$ cat src/rtl/structural_level.sv
// Registered two-input gate library stage: NOT/AND/OR/XOR/NAND/NOR/XNOR built from gate primitives.
// Optional registered invariant checker with sticky err output, enabled by STRUCTURAL_LEVEL_SELFCHECK_EN.
module structural_level #(
    parameter int WIDTH = 1
) (
    input  logic             clk,
    input  logic             rst,
    input  logic             en,
    input  logic [WIDTH-1:0] a,
    input  logic [WIDTH-1:0] b,
    output logic [WIDTH-1:0] c_not_a,
    output logic [WIDTH-1:0] c_not_b,
    output logic [WIDTH-1:0] c_and,
    output logic [WIDTH-1:0] c_or,
    output logic [WIDTH-1:0] c_xor,
    output logic [WIDTH-1:0] c_nand,
    output logic [WIDTH-1:0] c_nor,
`ifdef STRUCTURAL_LEVEL_SELFCHECK_EN
    output logic [WIDTH-1:0] c_xnor,
    output logic             err
`else
    output logic [WIDTH-1:0] c_xnor
`endif
);

    wire [WIDTH-1:0] not_a_n, not_b_n, and_n, or_n, xor_n, nand_n, nor_n, xnor_n;

    logic [WIDTH-1:0] not_a_q, not_b_q, and_q, or_q, xor_q, nand_q, nor_q, xnor_q;

    // One primitive per bit per function; bits never interact.
    for (genvar i = 0; i < WIDTH; i++) begin : g_gate
        not  u_not_a (not_a_n[i], a[i]);
        not  u_not_b (not_b_n[i], b[i]);
        and  u_and   (and_n[i],   a[i], b[i]);
        or   u_or    (or_n[i],    a[i], b[i]);
        xor  u_xor   (xor_n[i],   a[i], b[i]);
        nand u_nand  (nand_n[i],  a[i], b[i]);
        nor  u_nor   (nor_n[i],   a[i], b[i]);
        xnor u_xnor  (xnor_n[i],  a[i], b[i]);
    end

    // Reset zeroes everything, including the inverting outputs, and wins over en.
    always_ff @(posedge clk) begin
        if (rst) begin
            not_a_q <= '0;
            not_b_q <= '0;
            and_q   <= '0;
            or_q    <= '0;
            xor_q   <= '0;
            nand_q  <= '0;
            nor_q   <= '0;
            xnor_q  <= '0;
        end else if (en) begin
            not_a_q <= not_a_n;
            not_b_q <= not_b_n;
            and_q   <= and_n;
            or_q    <= or_n;
            xor_q   <= xor_n;
            nand_q  <= nand_n;
            nor_q   <= nor_n;
            xnor_q  <= xnor_n;
        end
    end

    assign c_not_a = not_a_q;
    assign c_not_b = not_b_q;
    assign c_and   = and_q;
    assign c_or    = or_q;
    assign c_xor   = xor_q;
    assign c_nand  = nand_q;
    assign c_nor   = nor_q;
    assign c_xnor  = xnor_q;

`ifdef STRUCTURAL_LEVEL_SELFCHECK_EN
    wire [WIDTH-1:0] v_nand, v_nor, v_xnor, t_not, v_not, v_any;
    logic            cap_q;
    logic            err_q;

    // Each v_* bit is 1 when its invariant is broken on that bit.
    for (genvar i = 0; i < WIDTH; i++) begin : g_chk
        xnor u_v_nand (v_nand[i], nand_q[i], and_q[i]);
        xnor u_v_nor  (v_nor[i],  nor_q[i],  or_q[i]);
        xnor u_v_xnor (v_xnor[i], xnor_q[i], xor_q[i]);
        xor  u_t_not  (t_not[i],  not_a_q[i], not_b_q[i]);
        xor  u_v_not  (v_not[i],  t_not[i],   xor_q[i]);
        or   u_v_any  (v_any[i],  v_nand[i], v_nor[i], v_xnor[i], v_not[i]);
    end

    // Outputs are only meaningful after a capture, so the check is gated by cap_q.
    always_ff @(posedge clk) begin
        if (rst) begin
            cap_q <= 1'b0;
            err_q <= 1'b0;
        end else begin
            cap_q <= en;
            if (cap_q && (|v_any))
                err_q <= 1'b1;
        end
    end

    assign err = err_q;
`endif

endmodule

$ cat config.mk
export PLATFORM = sky130hd
export DESIGN_NAME = structural_level
export DESIGN_NICKNAME = d
export VERILOG_FILES = /design/src/rtl/structural_level.sv
export SDC_FILE = /design/constraint.sdc
export NUM_CORES = 1
export LEC_CHECK = 0
export BUFFER_PORTS_ARGS = -buffer_cell sky130_fd_sc_hd__buf_2
export CORE_AREA = 2 2 39 41
export CTS_CLUSTER_SIZE = 14
export DETAILED_ROUTE_END_ITERATION = 10
export DIE_AREA = 0 0 41 43
export PLACE_DENSITY_LB_ADDON = 0.08
export SYNTH_ARGS = -nofsm -noshare
export SYNTH_HDL_FRONTEND = slang
export SYNTH_SLANG_ARGS = --single-unit
$ cat constraint.sdc
create_clock -name clk -period 0.8 [get_ports clk]
set_input_delay 0.12 -clock clk [delete_from_list [all_inputs] [get_ports clk]]
set_output_delay 0.12 -clock clk [all_outputs]
set_load 0.1 [all_outputs]
# ---- Word-level counts from Yosys, hierarchy flattened
# Index checks and enable logic that the tools add are counted.
dict set report op_classes {
  bitwise_logic 8
}
# op count
set ops {}
lappend ops {{1-bit NOT} 4}
lappend ops {{1-bit AND} 1}
lappend ops {{1-bit OR} 1}
lappend ops {{1-bit bitwise XNOR} 1}
lappend ops {{1-bit XOR} 1}
dict set report totals {
  regBits 8
  in_bits 5
  output_inout_bits 8
  wordCells 16
}

# ---- Depth between registers and ports, before layout
dict set report depth {
  word_depth 2
  ltp_mapped 4
  depth_no_buf 4
}

# ---- Worst setup path after synthesis
# Ideal clock, no wire load.
dict set report synth_path {
  kind {reg2reg}
  from {reg c_xnor (netlist name)}
  to {reg xnor_q, in the netlist c_xnor}
  setup_time_ns 0.080
  arrival_time_ns 1.211
  t_required_ns 0.720
  slack_ns -0.491
  stages_incl_launch_ff 3
  path_buffers 0
  period_less_slack_ns 1.291
  cell_sequence {dfxtp_1 -> nor2_1 -> a211oi_2}
}
# item line_no
set synth_rtl {}
lappend synth_rtl {{end signal, assigned} 61} ;# xnor_q <= xnor_n;
lappend synth_rtl {{end, declared} 28} ;# logic [WIDTH-1:0] not_a_q, not_b_q, and_q, or_q, xor_q, nand_q, nor_q, xnor_q;

# ---- Worst setup path in the final report
dict set report layout_path {
  from {reg not_b_q, in the netlist c_not_b}
  to {out c_not_b}
}
# item line_no
set layout_rtl {}
lappend layout_rtl {{start, declared} 28}
lappend layout_rtl {{start signal, assigned} 55} ;# not_b_q <= not_b_n;
lappend layout_rtl {{end, declared} 12} ;# output logic [WIDTH-1:0] c_not_b,
# No word-level cell between the ends.

==> impl_metrics.csv <==
group,metric,value,unit
worst_setup_path,cp_max_fo,2,
logic_synthesis,synth_nets,41,
routing,wl_per_cell,10.36,µm
power,net-switching-power,418.7,µW
floorplan,dieHeight,43,µm
global_routing,grt_pass1_vias,318,
timing,grt_setup_unrepaired,"yes",
timing,tightestPinTransition,0.1908,ns
clock_network,cts_max_path_buffers,2,
worst_setup_path,path_cells,"buf_12",
timing,timing.final.crit_share,1.111,
min_path,min_path_cells,3,
clock_network,htreeDepth,1,
routing,first_pass_iters,1,
min_path,hp-start,"b",
logic_synthesis,ys_types,8,
finish,area_growth,86.62,%
global_routing,antenna_found_initial,0,
power,p_per_area,1777,nW/µm²
finish,final_nets,64,
logic_synthesis,ys_ff_latch,8,
worst_setup_path,reg2reg_to,"c_not_a",
run_status,violations,"setup timing",
finish,stdcell_count,69,
power,p_int,759.4,µW
run_status,status,"finished, violations left",
worst_setup_path,rr_worst_depth,3,
logic_synthesis,synth.avg_cell_area,11.10,µm²
placement,portBuffers,12,
worst_setup_path,startpoint_type,"register",
placement,gp_congestion,0.6594,
worst_setup_path,cpLargestDelayFamily,"flip-flops",
placement,dpl.cell_count,62,
clock_network,worstSkewPairLatency,0.25,ns
power,p_clk_frac,0.253,
finish,n_antenna_cell,0,
routing,drt-initial-drc-count,0,
clock_network,numCtsBuffers,3,
clock_network,ctsHoldBuffers,0,
clock_network,numClockSinks,8,
logic_synthesis,synth_warnings,0,
worst_setup_path,crit_buf_inv,1,
timing,final_max_slew_viol_count,0,
worst_setup_path,r2r-start,"c_not_a",
worst_setup_path,critPathRequiredTime,0.68,ns
worst_setup_path,r2r_setup_slack,0.08,ns
timing,hold_ws,0.1700,ns
worst_setup_path,worstSetupEndpointType,"primary output",
placement,placed_area,610.6,µm²
global_routing,grt_max_degree,9,
timing,fmax,1.126,GHz
timing,timing.final.crit_period,0.8885,ns
min_path,hold_path.class,"in2reg",
finish,fillers,140,
routing,ant_nets,0,
worst_setup_path,path_class,"reg2out",
timing,finalClockSkew,0,ns
finish,multi_input_area,182.7,µm²
floorplan,dieWidth,41,µm
routing,vias,296,
timing,slew_headroom,0.8728,
routing,viasPerCell,4.290,
power,leakagePower,0.0002939,µW
timing,tns,-0.6878,ns
timing,worst_slack,-0.08847,ns
power,combinationalPowerShare,0.369,
floorplan,rows,14,
floorplan,die_area,1763,µm²
power,switching_share,0.3554,
floorplan,design.core.area,1384,µm²
floorplan,ios,13,
routing,drc,0,
logic_synthesis,ys_seq_area_frac,0.4507,
routing,wirelength,715,µm
finish,drive_gt1_frac,0.7547,
timing,setup_viol,8,
min_path,hold_end,"c_not_b",
placement,dpl.hpwl,577.2,µm
worst_setup_path,slowest_stage,"dfxtp_4",
clock_network,cts-root-buf,"clkbuf_4",
power,max-vdd-ir-drop,0.8674,mV
timing,finalHoldViolCount,0,
logic_synthesis,syn_area,355.3,µm²
finish,seq_area,190.2,µm²
clock_network,tritoncts,"yes",
clock_network,clk_pin_slew,0.05,ns
run,cap_violations,0,
global_routing,track_usage,0.1167,
logic_synthesis,synthCells,32,
finish,final_area,663.1,µm²
global_routing,grt_pass1_wl,1283,µm
floorplan,initial_core_util,0.2568,
power,p_seq_frac,0.378,
worst_setup_path,crit_arrival,0.77,ns
worst_setup_path,slowest_delay,0.35,ns
global_routing,overflow,0,
synth_stat cells (all sizes together):
cell / instances / share of area
nor2: 8 / 0.085
mux2i: 3 / 0.085
a211oi: 5 / 0.18
buf: 1 / 0.032
dfxtp: 8 / 0.45
inv: 2 / 0.021
ha: 4 / 0.14
clkbuf: 1 / 0.011
cells by family after synthesis:
group                      Yosys count  share of synthesized area
and+or+nand+nor                      8                    0.08451
buffers and inverters                4                    0.06338
muxes                                3                    0.08451
DFF                                  8                     0.4507
adders and majority gates            4                     0.1409
AOI/OAI and AO/OA                    5                     0.1761
through the flow:
stage	power (µW)	setup WS, ns	utilization
after floorplan	710.7	-0.01823	-
after global placement	867.7	-0.07561	0.4412
after detailed placement	872.8	-0.1007	0.4412
after CTS	1209	-0.1059	0.4792
after global routing	1253	-0.1240	0.4792
final	1178	-0.08847	0.4792
what timing repair did:
action | in CTS | in global routing
endpoints found under the setup margin | 8 | 8
setup buffers | 4 | 0
hold endpoints to repair | 0 | 0
resized for setup | 0 | 0
registers in the layout, summed over array words and instances (netlist names):
signal	cells
c_and	1
c_nand	1
c_nor	1
c_not_a	1
c_not_b	1
c_or	1
c_xnor	1
c_xor	1
metal layers:
metal	vias to the layer above	GRT usage	part of all wire
li1	152	-	-
met1	134	0.1133	0.39
met2	8	0.1781	0.56
met3	2	0.04712	0.048
met4	0	0.1000	0.0084
met5	-	0	0
tightest hold or removal path, cell delays in order:
cell and delay, ns:
buf_2 0.09, buf_4 0.11, a211oi_2 0.06
cell usage in the layout, fill, tap and decap left out:
cell,synthesis,routed
mux2i_1,3,3
buf_4,0,8
nor2_2,0,4
buf_2,0,4
nor2_1,8,4
ha_1,4,4
buf_12,0,8
dfxtp_4,0,8
inv_1,2,2
a211oi_2,5,5
clkbuf_4,0,3
area by class of cell:
class                      count  share of cell area
timing repair buffer          20              0.3623
sequential                     8              0.2868
multi-input combinational     20              0.2755
clock buffer                   3             0.03396
tap                           16             0.03019
inverter                       2             0.01132
power groups by stage:
stage                     clock [µW]  combinational [µW]  sequential, µW
after global routing             350                 455             448
final                            298                 435             445
after CTS                        324                 440             445
after global placement             0                 411             456
after detailed placement           0                 415             458
after floorplan                    0                75.6             635
how the worst max path moves through the flow:
stage / from / end / slack (ns) / cells past startpoint
6_report: c_not_b / c_not_b / -0.09 / 1
5_1_grt: c_not_b / c_not_b / -0.12 / 1
4_1_cts: c_not_b / c_not_b / -0.11 / 1
3_5_place_dp: a / c_xor / -0.10 / 5
3_3_place_gp: a / c_xor / -0.08 / 5
2_1_floorplan: c_xnor / c_xnor / -0.02 / 2
(Power assumes the default switching activity.)
